<file path="src/rtl/vgatest.sv">
// Fixed-timing VGA test-pattern generator: free-running h/v counters, registered
// active-low syncs and an RRRGGGBB pixel carrying colour bars or an XOR pattern.
// Optional macro VGATEST_BORDER_EN forces a white 1-pixel frame around the visible area.
module vgatest #(
    parameter int H_VISIBLE    = 720,
    parameter int H_SYNC_START = 756,
    parameter int H_SYNC_LEN   = 72,
    parameter int H_TOTAL      = 936,
    parameter int V_VISIBLE    = 400,
    parameter int V_SYNC_START = 402,
    parameter int V_SYNC_LEN   = 2,
    parameter int V_TOTAL      = 410
) (
    input  logic       clk,
    input  logic       rst,
    input  logic       pattern_sel,
    output logic [7:0] pixel,
    output logic       hsync,
    output logic       vsync
);

    localparam logic [9:0] H_LAST     = 10'(H_TOTAL - 1);
    localparam logic [9:0] H_VIS      = 10'(H_VISIBLE);
    localparam logic [9:0] H_SS       = 10'(H_SYNC_START);
    localparam logic [9:0] H_SE       = 10'(H_SYNC_START + H_SYNC_LEN);
    localparam logic [8:0] V_LAST     = 9'(V_TOTAL - 1);
    localparam logic [8:0] V_VIS      = 9'(V_VISIBLE);
    localparam logic [8:0] V_SS       = 9'(V_SYNC_START);
    localparam logic [8:0] V_SE       = 9'(V_SYNC_START + V_SYNC_LEN);
    localparam int         BAR_W      = H_VISIBLE / 8;
`ifdef VGATEST_BORDER_EN
    localparam logic [9:0] H_VIS_LAST = 10'(H_VISIBLE - 1);
    localparam logic [8:0] V_VIS_LAST = 9'(V_VISIBLE - 1);
`endif

    logic [9:0] h_q, h_d;
    logic [8:0] v_q, v_d;
    logic [7:0] pixel_q, pixel_d;
    logic       hsync_q, hsync_d;
    logic       vsync_q, vsync_d;
    logic       visible_s;
    logic [2:0] bar_k_s;
    logic [7:0] pattern_s;

    // Next counter position and the decode of the current position.
    always_comb begin
        h_d = h_q + 10'd1;
        v_d = v_q;
        if (h_q == H_LAST) begin
            h_d = 10'd0;
            if (v_q == V_LAST) begin
                v_d = 9'd0;
            end else begin
                v_d = v_q + 9'd1;
            end
        end else begin
            v_d = v_q;
        end

        bar_k_s = 3'd0;
        for (int i = 1; i < 8; i++) begin
            if ({22'd0, h_q} >= 32'(i * BAR_W)) begin
                bar_k_s = 3'(i);
            end else begin
                bar_k_s = bar_k_s;
            end
        end

        if (pattern_sel) begin
            pattern_s = {{3{bar_k_s[2]}}, {3{bar_k_s[1]}}, {2{bar_k_s[0]}}};
        end else begin
            pattern_s = h_q[7:0] ^ v_q[7:0];
        end

        visible_s = (h_q < H_VIS) && (v_q < V_VIS);
`ifdef VGATEST_BORDER_EN
        if (visible_s && ((h_q == 10'd0) || (h_q == H_VIS_LAST) ||
                          (v_q == 9'd0) || (v_q == V_VIS_LAST))) begin
            pixel_d = 8'hFF;
        end else if (visible_s) begin
            pixel_d = pattern_s;
        end else begin
            pixel_d = 8'h00;
        end
`else
        if (visible_s) begin
            pixel_d = pattern_s;
        end else begin
            pixel_d = 8'h00;
        end
`endif

        hsync_d = !((h_q >= H_SS) && (h_q < H_SE));
        vsync_d = !((v_q >= V_SS) && (v_q < V_SE));
    end

    // Counters and outputs advance together, so pins lag the counters by one clock.
    always_ff @(posedge clk) begin
        if (rst) begin
            h_q     <= 10'd0;
            v_q     <= 9'd0;
            pixel_q <= 8'h00;
            hsync_q <= 1'b1;
            vsync_q <= 1'b1;
        end else begin
            h_q     <= h_d;
            v_q     <= v_d;
            pixel_q <= pixel_d;
            hsync_q <= hsync_d;
            vsync_q <= vsync_d;
        end
    end

    assign pixel = pixel_q;
    assign hsync = hsync_q;
    assign vsync = vsync_q;

endmodule

</file>
<file path="config.mk">
export PLATFORM = sky130hd
export DESIGN_NAME = vgatest
export DESIGN_NICKNAME = d
export VERILOG_FILES = /design/src/rtl/vgatest.sv
export SDC_FILE = /design/constraint.sdc
export NUM_CORES = 1
export LEC_CHECK = 0
export BUFFER_PORTS_ARGS = -buffer_cell sky130_fd_sc_hd__buf_2
export CAP_MARGIN = 20
export CORE_UTILIZATION = 58
export DETAILED_ROUTE_END_ITERATION = 10
export PLACE_DENSITY = 0.78
export SYNTH_ARGS = -nofsm -noshare
export SYNTH_HDL_FRONTEND = slang
export SYNTH_SLANG_ARGS = --single-unit
</file>
<file path="constraint.sdc">
create_clock -name clk -period 2.69 [get_ports clk]
set_clock_uncertainty 0.05 [all_clocks]
set_input_delay 0.1345 -clock clk [delete_from_list [all_inputs] [get_ports clk]]
set_output_delay 0.1345 -clock clk [all_outputs]
set_load 0.02 [all_outputs]
</file>
### Word level (Yosys, flattened, before mapping)

Cells that the tools add are included.

* word-level logic and storage cells: 40
* register bits: 29

* reduce and logical (&&, ||, !) cells: 7
* multiplexer cells: 9
* equal/unequal tests: 2
* order comparisons: 13
* bitwise operators: 2
* $add $sub $neg: 2

Operators by type and width (number)
* 10-bit greater-or-equal comparator (second input constant): 3
* 10-bit by 9-bit greater-or-equal comparator with 1-bit output (second input constant): 3
* 10-bit less-than comparator (second input constant): 2
* 9-bit less-than comparator (second input constant): 2
* 3-bit two-way mux: 6
* 10-bit by 1-bit adder with 10-bit output (second input constant): 1
* 10-bit equality test (second input constant): 1
* 10-bit by 7-bit greater-or-equal comparator with 1-bit output (second input constant): 1
* 10-bit by 8-bit greater-or-equal comparator with 1-bit output (second input constant): 1
* 9-bit by 1-bit adder with 9-bit output (second input constant): 1
* 9-bit equality test (second input constant): 1
* 9-bit greater-or-equal comparator (second input constant): 1
* 9-bit two-way mux: 1
* 8-bit two-way mux: 1
* 8-bit bitwise XOR: 1
* 2-bit OR reduction: 2
* 1-bit logical AND: 3
* 1-bit zero test: 2
* 1-bit two-way mux: 1
* 1-bit NOT: 1

### Depth between registers and ports, before layout

Gate-level depths: netlist of the first run.

* depth after elaboration: 9
* gate-level depth with buffers: 6
* mapped depth without buffers: 6

### Worst setup path after synthesis of the first run

No wires, ideal clock.

* path kind: flip-flop to flip-flop
* start: reg h_q[0]
* end: reg v_q[8]
* setup time: 0.068 ns
* path slack: 0.726 ns
* arrival time: 1.846 ns
* buffers on the path: 0
* data required time: 2.572 ns
* cell stages (with the launch flop): 6
* cells stage by stage: dfxtp_1 > ha_1 > nand4_4 > or4_4 > or3_1 > a21oi_2

* longest elaborated chain between the ends: 1

RTL lines
* start, declared: line 36 `logic [9:0] h_q, h_d;`
* start signal, assigned: line 100 `h_q <= 10'd0;`
* start signal, assigned: line 106 `h_q <= h_d;`
* 10-bit equality test: line 49 `if (h_q == H_LAST) begin`
* end signal, assigned: line 107 `v_q <= v_d;`
* end, declared: line 37 `logic [8:0] v_q, v_d;`

No other way between the ends.
A chain may end at the register's enable or synchronous reset.

### Final worst setup path of the first run

* start: reg h_q[1]
* end: reg v_q[4]

The elaborated chain is that of the path after synthesis.

==> metrics.yaml, run 1 <==
tritoncts: "done"
count_of_clock_tree_sinks: 29
power_density_nw_per_um2: 453
critical_path.cell_chain: "ha_1, nand4_4, or3_1, o21bai_1, a21oi_1"
gp_congestion: 0.906
final_area_um2: 1690
drive_gt1_share_pct: 12.7
critical_path.top_delay_family: "simple AND/OR/NAND/NOR gates"
grt_overflow_total: 0
post_cts_hold_buffer_count: 0
first_global_vias: 1219
synth_seq_cells: 29
maxCapViolCount: 0
placeableCoreArea_um2: 2520
start_util_pct: 62.5
post_cts_resize_count: 0
grt_first_pass_wirelength_um: 5520
post_cts.repair.setup_buffers: 0
outcome: "completed"
max_slew.worst_pin.slew_ns: 0.640
worst_setup_hold_path_clk_slew_ns: 0.08
place_ws_ns: 0.453
port_buffers: 12
crit_buf_inv: 0
final_critical_path_setup_slack_ns: 0.396
tritoncts.num_buffers: 5
detailedRoute.firstIterationViolations: 44
syn_to_final_growth_pct: 6.82
p_leak_nw: 0.713
route.detailed.vias_per_inst: 6.21
critical_path.slowest_cell: "sky130_fd_sc_hd__dfxtp_1"
final-max-slew-violation-count: 0
yosys.area.top_type_share_pct: 36.8
finalWorstPathRequiredPeriod_ns: 2.29
synth_nets: 199
crit_path_largest_cell_delay_ns: 0.55
routedWlPerCell_um: 14.9
worst-path-max-fanout: 11
synth_top_cells_by_area: "sky130_fd_sc_hd__dfxtp_1, sky130_fd_sc_hd__xor2_1, sky130_fd_sc_hd__nor2_1"
antenna_found_initial: 0
design.final.nets: 205
hold_ws_ns: 0.0514
worst_ep_required_time_ns: 2.83
drt-total-wl_um: 3370
dp_hpwl_um: 2320
finalHoldViolCount: 0
clk_path_buf_depth: 2
count_of_unresolved_drc_violations_after_routing: 0
dr_total_vias: 1410
syn-instance-count: 191
n_antenna_cell: 0
final_common_cell: "sky130_fd_sc_hd__dfxtp_1"
die_area_um2: 2930
floorplan.io_pins: 13
layoutNonFillerInstCount: 227
clk_root_buffer_cell: "sky130_fd_sc_hd__clkbuf_4"
synth.largest_area_cell: "sky130_fd_sc_hd__dfxtp_1"
layout.core_utilization_pct: 66.8
min_period_over_period_pct: 85.3
grt_setup_unrepaired: "no"
post_synth_instance_area_um2: 1580
layout.cells.most_common_list: "sky130_fd_sc_hd__dfxtp_1, sky130_fd_sc_hd__nor2_1, sky130_fd_sc_hd__xor2_1"
drt.antenna.violating_nets: 0
gr-usage-all-layers_pct: 27.2
placed_cells_incl_taps: 220
top_achievable_clock_speed_mhz: 436
postPlaceCellArea_um2: 1630
critical_path_class: "reg2reg"
worst_hold_path_type: "in2reg"
crit_arrival_ns: 2.43
grt_start_max_net_pins: 15
finalPower_mw: 0.764
cts_max_level: 2
height_of_the_chip_um: 54.2
rows: 18
synth.yosys.warnings: 0
setup.worst_path.start_class: "flip-flop"
max-slew-margin-rel_pct: 57.0
setup_viol: 0
syn_avg_cell_area_um2: 8.26
ys_types: 39
power.ir.vdd_worst_mv: 0.375
drt-pass1-iter-count: 4
fin_tns_setup_ns: 0
die_width_um: 54.2
synth_sequential_area_ratio_pct: 36.8
critPathCaptureType: "flip-flop"
worstSkewPairLatency_ns: 0.33
[cell usage after synthesis]
| cell type | number |
|---|---|
| sky130_fd_sc_hd__dfxtp_1 | 29 |
| sky130_fd_sc_hd__nor2_1 | 26 |
| sky130_fd_sc_hd__clkbuf_1 | 13 |
| sky130_fd_sc_hd__xor2_1 | 13 |
| sky130_fd_sc_hd__nand3_1 | 10 |
| sky130_fd_sc_hd__a21oi_1 | 9 |
| sky130_fd_sc_hd__inv_1 | 9 |
| sky130_fd_sc_hd__nand2_1 | 7 |
| sky130_fd_sc_hd__nand4_1 | 7 |
| sky130_fd_sc_hd__nor3_1 | 7 |
| sky130_fd_sc_hd__ha_1 | 5 |
| sky130_fd_sc_hd__o21ai_0 | 5 |
| sky130_fd_sc_hd__xnor2_1 | 5 |
| sky130_fd_sc_hd__nand3b_1 | 4 |
| sky130_fd_sc_hd__a211oi_1 | 3 |
| sky130_fd_sc_hd__and3_1 | 3 |
| sky130_fd_sc_hd__nand2b_1 | 3 |
| sky130_fd_sc_hd__o211a_1 | 3 |
| sky130_fd_sc_hd__o211ai_1 | 3 |
| sky130_fd_sc_hd__or3_1 | 3 |
| sky130_fd_sc_hd__a31o_2 | 2 |
| sky130_fd_sc_hd__and4_1 | 2 |
| sky130_fd_sc_hd__nand4b_1 | 2 |
| sky130_fd_sc_hd__nor3b_1 | 2 |
| sky130_fd_sc_hd__nor4_1 | 2 |
| sky130_fd_sc_hd__a21oi_2 | 1 |
| sky130_fd_sc_hd__a31oi_1 | 1 |
| sky130_fd_sc_hd__buf_1 | 1 |
| sky130_fd_sc_hd__nand4_4 | 1 |
| sky130_fd_sc_hd__nor4_2 | 1 |
| sky130_fd_sc_hd__nor4b_1 | 1 |
| sky130_fd_sc_hd__o21a_1 | 1 |
| sky130_fd_sc_hd__o21bai_1 | 1 |
| sky130_fd_sc_hd__o2bb2ai_1 | 1 |
| sky130_fd_sc_hd__o311a_1 | 1 |
| sky130_fd_sc_hd__o311ai_1 | 1 |
| sky130_fd_sc_hd__o32ai_1 | 1 |
| sky130_fd_sc_hd__or2_1 | 1 |
| sky130_fd_sc_hd__or4_4 | 1 |
[power by group]
part           switching, mW  internal, mW
clock network          0.141         0.123
logic                 0.0326        0.0178
registers             0.0120         0.438
total                  0.185         0.579
[final timing paths]
| kind | from | endpoint | slack, ns | cells past startpoint |
|---|---|---|---|---|
| max | h_q[1] | v_q[4] | 0.40 | 5 |
| min | rst | v_q[0] | 0.05 | 2 |
| max reg2reg | h_q[1] | v_q[4] | 0.40 | 5 |
| min reg2reg | v_q[8] | vsync | 0.46 | 1 |
[per-layer routing]
metal | track usage, % | up-vias | routed length (um)
met5 | 0 | - | 0
met4 | 15.4 | 0 | 97
met3 | 5.93 | 11 | 215
met2 | 40.9 | 65 | 1580
met1 | 35.3 | 650 | 1490
li1 | - | 684 | -
[logic make-up (layout without fill, tap and decap cells)]
logic type / Yosys count / in the layout / synth area share [%]
DFF: 29 / 29 / 36.8
and+or+nand+nor: 83 / 83 / 29.3
xor gates and xnor gates: 18 / 18 / 9.99
buffers and inverters: 23 / 29 / 5.47
adders and majority gates: 5 / 5 / 3.97
AOI/OAI and AO/OA: 33 / 33 / 14.5
[flip-flops by register name, indices dropped and copies added, names as in the netlist]
| signal | count |
|---|---|
| h_q | 10 |
| hsync | 1 |
| vsync | 1 |
| pixel | 8 |
| v_q | 9 |
[layout make-up]
class                      count  area, um2
clock buffer                   7       55.1
timing repair buffer          13       67.6
fill                         203        837
sequential                    29        581
multi-input combinational    139        911
tap                           30       37.5
inverter                       9       33.8
[worst register-to-register path: stages (launching register included)]
cell and delay (ns):
sky130_fd_sc_hd__dfxtp_1 0.55, sky130_fd_sc_hd__ha_1 0.37, sky130_fd_sc_hd__nand4_4 0.15, sky130_fd_sc_hd__or3_1 0.45, sky130_fd_sc_hd__o21bai_1 0.49, sky130_fd_sc_hd__a21oi_1 0.09
No activity file was read; power rests on OpenSTA's default activity.
==> inputs of run 2 (changes only) <==
==> constraint.sdc (replaced) <==
create_clock -name clk -period 2.69 [get_ports clk]
set_clock_uncertainty 0.05 [all_clocks]
set_input_delay 0 -clock clk [delete_from_list [all_inputs] [get_ports clk]]
set_output_delay 0 -clock clk [all_outputs]
set_load 0.02 [all_outputs]
==> run 2 against run 1 <==
Sequential share of layout area is 0.40 points lower. Sequential cell count stayed put. Non-clock buffer count is 2 higher.
==> metrics.yaml, run 2 (synthesis results as in run 1) <==
drive_gt1_share_pct: 12.6
syn_to_final_growth_pct: 8.09
design.final.nets: 207
clk_path_buf_depth: 2
place_ws_ns: 0.453
finalWorstPathRequiredPeriod_ns: 2.30
route.detailed.vias_per_inst: 6.23
critical_path.cell_chain: "ha_1, nand4_4, or3_1, o21bai_1, a21oi_1"
tritoncts.num_buffers: 5
critPathCaptureType: "flip-flop"
placed_cells_incl_taps: 220
critical_path_class: "reg2reg"
routedWlPerCell_um: 14.8
final-max-slew-violation-count: 0
gr-usage-all-layers_pct: 27.2
min_period_over_period_pct: 85.3
drt.antenna.violating_nets: 0
grt_first_pass_wirelength_um: 5520
layoutNonFillerInstCount: 229
max-slew-margin-rel_pct: 56.9
p_seq_share_pct: 58.7
tritoncts: "done"
power.ir.vdd_worst_mv: 0.376
floorplan.io_pins: 13
r2r_end: "v_q[4]"
fin_tns_setup_ns: 0
power_frac_clock_pct: 34.5
postPlaceCellArea_um2: 1630
setup.worst_path.start_class: "flip-flop"
r2r_cells: 5
drt-total-wl_um: 3380
dr_total_vias: 1427
worstSkewPairLatency_ns: 0.33
timing.reg2reg.setup_slack_ns: 0.39
final_common_cell: "sky130_fd_sc_hd__dfxtp_1"
count_of_clock_tree_sinks: 29
n_antenna_cell: 0
largest_register_ffs: 10
count_of_unresolved_drc_violations_after_routing: 0
outcome: "completed"
height_of_the_chip_um: 54.2
post_cts.repair.setup_buffers: 0
power_density_nw_per_um2: 450
clk_root_buffer_cell: "sky130_fd_sc_hd__clkbuf_4"
die_area_um2: 2930
crit_arrival_ns: 2.43
maxCapViolCount: 0
registers.top_by_ff_count: "h_q"
gp_congestion: 0.906
dp_hpwl_um: 2320
endpoint: "v_q[4]"
max_slew.worst_pin.slew_ns: 0.640
die_width_um: 54.2
finalPower_mw: 0.767
top_achievable_clock_speed_mhz: 436
rows: 18
drt-pass1-iter-count: 4
cts_max_level: 2
power_switching_share_pct: 24.2
layout.cells.most_common_list: "sky130_fd_sc_hd__dfxtp_1, sky130_fd_sc_hd__nor2_1, sky130_fd_sc_hd__xor2_1"
port_buffers: 12
hold_ws_ns: 0.450
detailedRoute.firstIterationViolations: 44
final_area_um2: 1710
p_leak_nw: 0.721
switching_power_mw: 0.186
setup.worst_path.start: "h_q[1]"
worst_setup_hold_path_clk_slew_ns: 0.08
worst_ep_required_time_ns: 2.83
start_util_pct: 62.5
first_global_vias: 1219
worst_hold_path_type: "in2reg"
placeableCoreArea_um2: 2520
antenna_found_initial: 0
grt_setup_unrepaired: "no"
crit_path_largest_cell_delay_ns: 0.55
final_critical_path_setup_slack_ns: 0.395
grt_overflow_total: 0
grt_start_max_net_pins: 15
finalHoldViolCount: 0
layout.core_utilization_pct: 67.6
worst-path-max-fanout: 11
comb_power_share_pct: 6.8
crit-reg2reg-launch: "h_q[1]"
setup_viol: 0
internal_power_mw: 0.581
critical_path.slowest_cell: "sky130_fd_sc_hd__dfxtp_1"
## run 2: changes by cell type in the layout (fill, tap and decap cells not counted)
cell,before,now
sky130_fd_sc_hd__dlygate4sd3_1,0,2
## run 2: power by group through the flow
stage          combinational (mW)  sequential [mW]  clock [mW]
2_1_floorplan              0.0344            0.460           0
3_3_place_gp               0.0485            0.459           0
3_5_place_dp               0.0502            0.460           0
4_1_cts                    0.0526            0.450       0.268
5_1_grt                    0.0590            0.453       0.288
6_report                   0.0524            0.450       0.264
## run 2: final cells by class
cell class	instances	area, um2
Multi-Input combinational cell	139	911
Inverter	9	33.8
Clock buffer	7	55.1
Tap cell	30	37.5
Timing Repair Buffer	15	87.6
Sequential cell	29	581
Fill cell	203	817
## run 2: what timing repair did
item                      4_1_cts  5_1_grt
gates resized for setup         0        0
hold endpoints to repair        8        0
hold buffers                    2        0
## run 2: how the worst min path moves through the flow
stage	cells after the start	slack [ns]	endpoint	startpoint
floorplan	1	0.02	v_q[0]	rst
global placement	2	0.25	v_q[1]	rst
CTS	3	0.44	v_q[0]	rst
global route	3	0.45	v_q[0]	rst
finish	3	0.45	v_q[0]	rst
detailed placement	2	0.26	v_q[0]	rst
## run 2: per-layer routing
| layer | wire (um) | vias to the layer above | GRT usage, % |
|---|---|---|---|
| met1 | 1440 | 654 | 35.3 |
| met3 | 248 | 10 | 5.93 |
| met2 | 1600 | 73 | 40.9 |
| met5 | 0 | - | 0 |
| met4 | 95 | 0 | 15.4 |
| li1 | - | 690 | - |
## run 2: critical path, delay by kind of cell (launching register included)
kind                     cells  cell delay (ns)
adder cells (fa/ha/maj)      1             0.37
AO/OA/AOI/OAI                2             0.58
flip-flops                   1             0.55
AND/OR/NAND/NOR              2             0.60
==> inputs of run 3 (changes only) <==
--- a/config.mk
+++ b/config.mk
@@ -7,6 +7,7 @@
 export LEC_CHECK = 0
 export BUFFER_PORTS_ARGS = -buffer_cell sky130_fd_sc_hd__buf_2
 export CAP_MARGIN = 20
+export CORE_ASPECT_RATIO = 1.75
 export CORE_UTILIZATION = 58
 export DETAILED_ROUTE_END_ITERATION = 10
 export PLACE_DENSITY = 0.78
==> run 3 against run 2 <==
Die area is 0.28% higher. Sequential share of layout area is 1.0 points lower. Sequential power hardly changed. Global-route usage is 0.83 points higher. Cell area is 3.2% higher. Setup slack better by 0.021 ns. Critical path depth stayed put. Largest cell class unchanged. Largest power group is now the clock network. Highest routed layer unchanged.
==> metrics.yaml, run 3 (synthesis results as in run 1) <==
outcome: "completed"
dr_total_vias: 1464
dp_hpwl_um: 2660
grt_start_max_net_pins: 16
worst-path-max-fanout: 11
design.final.nets: 207
drt-total-wl_um: 3670
tritoncts: "done"
registers.top_by_ff_count: "h_q"
gr-usage-all-layers_pct: 28.0
drive_gt1_share_pct: 13.5
worstSkewPairLatency_ns: 0.28
die_width_um: 41.4
grt_setup_unrepaired: "no"
final-max-slew-violation-count: 0
grt_overflow_total: 0
count_of_unresolved_drc_violations_after_routing: 0
final_area_um2: 1760
top_achievable_clock_speed_mhz: 440
critical_path_class: "reg2reg"
finalWorstPathRequiredPeriod_ns: 2.27
power.ir.vdd_worst_mv: 0.381
min_period_over_period_pct: 84.5
height_of_the_chip_um: 71.0
critPathCaptureType: "flip-flop"
finalPower_mw: 0.960
postPlaceCellArea_um2: 1630
rows: 24
layout.cells.most_common_list: "sky130_fd_sc_hd__dfxtp_1, sky130_fd_sc_hd__nor2_1, sky130_fd_sc_hd__xor2_1"
die_area_um2: 2940
worst_setup_hold_path_clk_slew_ns: 0.06
grt_util_met1_pct: 28.3
count_of_clock_tree_sinks: 29
clk_path_buf_depth: 2
cts_max_level: 2
first_global_vias: 1432
setup.worst_path.start_class: "flip-flop"
gp_congestion: 0.911
tritoncts.num_buffers: 5
crit_arrival_ns: 2.36
post_cts_hold_buffer_count: 1
floorplan.io_pins: 13
port_buffers: 12
worst_hold_path_type: "in2reg"
p_leak_nw: 0.749
num-fill-cells: 220
placeableCoreArea_um2: 2520
detailedRoute.firstIterationViolations: 63
max_slew.worst_pin.slew_ns: 0.628
routedWlPerCell_um: 16.2
route.detailed.vias_per_inst: 6.48
setup_viol: 0
start_util_pct: 62.5
worst_ep_required_time_ns: 2.78
grt_most_used_layer: "met2"
power_density_nw_per_um2: 546
n_antenna_cell: 0
drt.antenna.violating_nets: 0
final_common_cell: "sky130_fd_sc_hd__dfxtp_1"
post_cts.repair.setup_buffers: 0
max-slew-margin-rel_pct: 57.7
drt-pass1-iter-count: 4
maxCapViolCount: 0
groute.layer.met2.usage_pct: 49.3
grt_first_pass_wirelength_um: 6330
fin_tns_setup_ns: 0
antenna_found_initial: 0
post_cts_resize_count: 0
clk_root_buffer_cell: "sky130_fd_sc_hd__clkbuf_8"
place_ws_ns: 0.459
syn_to_final_growth_pct: 11.5
final_critical_path_setup_slack_ns: 0.416
grtUsageMet3_pct: 6.63
finalHoldViolCount: 0
largest_register_ffs: 10
==> run 3: cell types whose count changed in the layout (fill, tap and decap cells not counted) <==
cell and change:
sky130_fd_sc_hd__bufinv_16 +1, sky130_fd_sc_hd__clkbuf_8 +5, sky130_fd_sc_hd__buf_4 +1, sky130_fd_sc_hd__dlygate4sd3_1 -1, sky130_fd_sc_hd__clkbuf_4 -5
==> run 3: power by group <==
part / leakage, nW / switching [mW] / internal [mW]
clock network: 0.0585 / 0.157 / 0.301
registers: 0.236 / 0.0119 / 0.439
logic: 0.455 / 0.0317 / 0.0186
total: 0.749 / 0.201 / 0.759
==> run 3: final timing paths <==
| kind | start | end | slack [ns] | depth (start not counted) |
|---|---|---|---|---|
| setup / recovery | h_q[1] | v_q[4] | 0.42 | 5 |
| hold / removal | pattern_sel | pixel[5] | 0.02 | 3 |
| setup reg to reg | h_q[1] | v_q[4] | 0.42 | 5 |
| hold reg to reg | v_q[8] | vsync | 0.43 | 1 |
==> run 3: final cells by class <==
class,instances,area (um2),area share [%]
Inverter,9,33.8,1.92
Sequential cell,29,581,33.0
Clock inverter,1,30.0,1.71
Tap cell,26,32.5,1.85
Multi-Input combinational cell,139,911,51.8
Clock buffer,7,86.3,4.91
Timing Repair Buffer,15,85.1,4.84
==> run 3: metal layers <==
layer / share of wire, % / up-vias
met4: 4.5 / 0
met2: 55 / 63
li1: - / 686
met3: 4.7 / 17
met5: 0 / -
met1: 36 / 698
==> run 3: worst max-delay path: stages, from the launching register on <==
cell and delay, ns:
sky130_fd_sc_hd__dfxtp_1 0.52, sky130_fd_sc_hd__ha_1 0.37, sky130_fd_sc_hd__nand4_4 0.15, sky130_fd_sc_hd__or3_1 0.44
sky130_fd_sc_hd__o21bai_1 0.50, sky130_fd_sc_hd__a21oi_1 0.09
==> run 3: metrics by stage <==
step,util [%],hold WS [ns],cells
floorplan,-,0.0191,191
global placement,64.7,0.222,217
detailed placement,64.7,0.227,217
CTS,69.7,0.0187,226
global route,69.7,0.0368,226
finish,69.7,0.0237,226
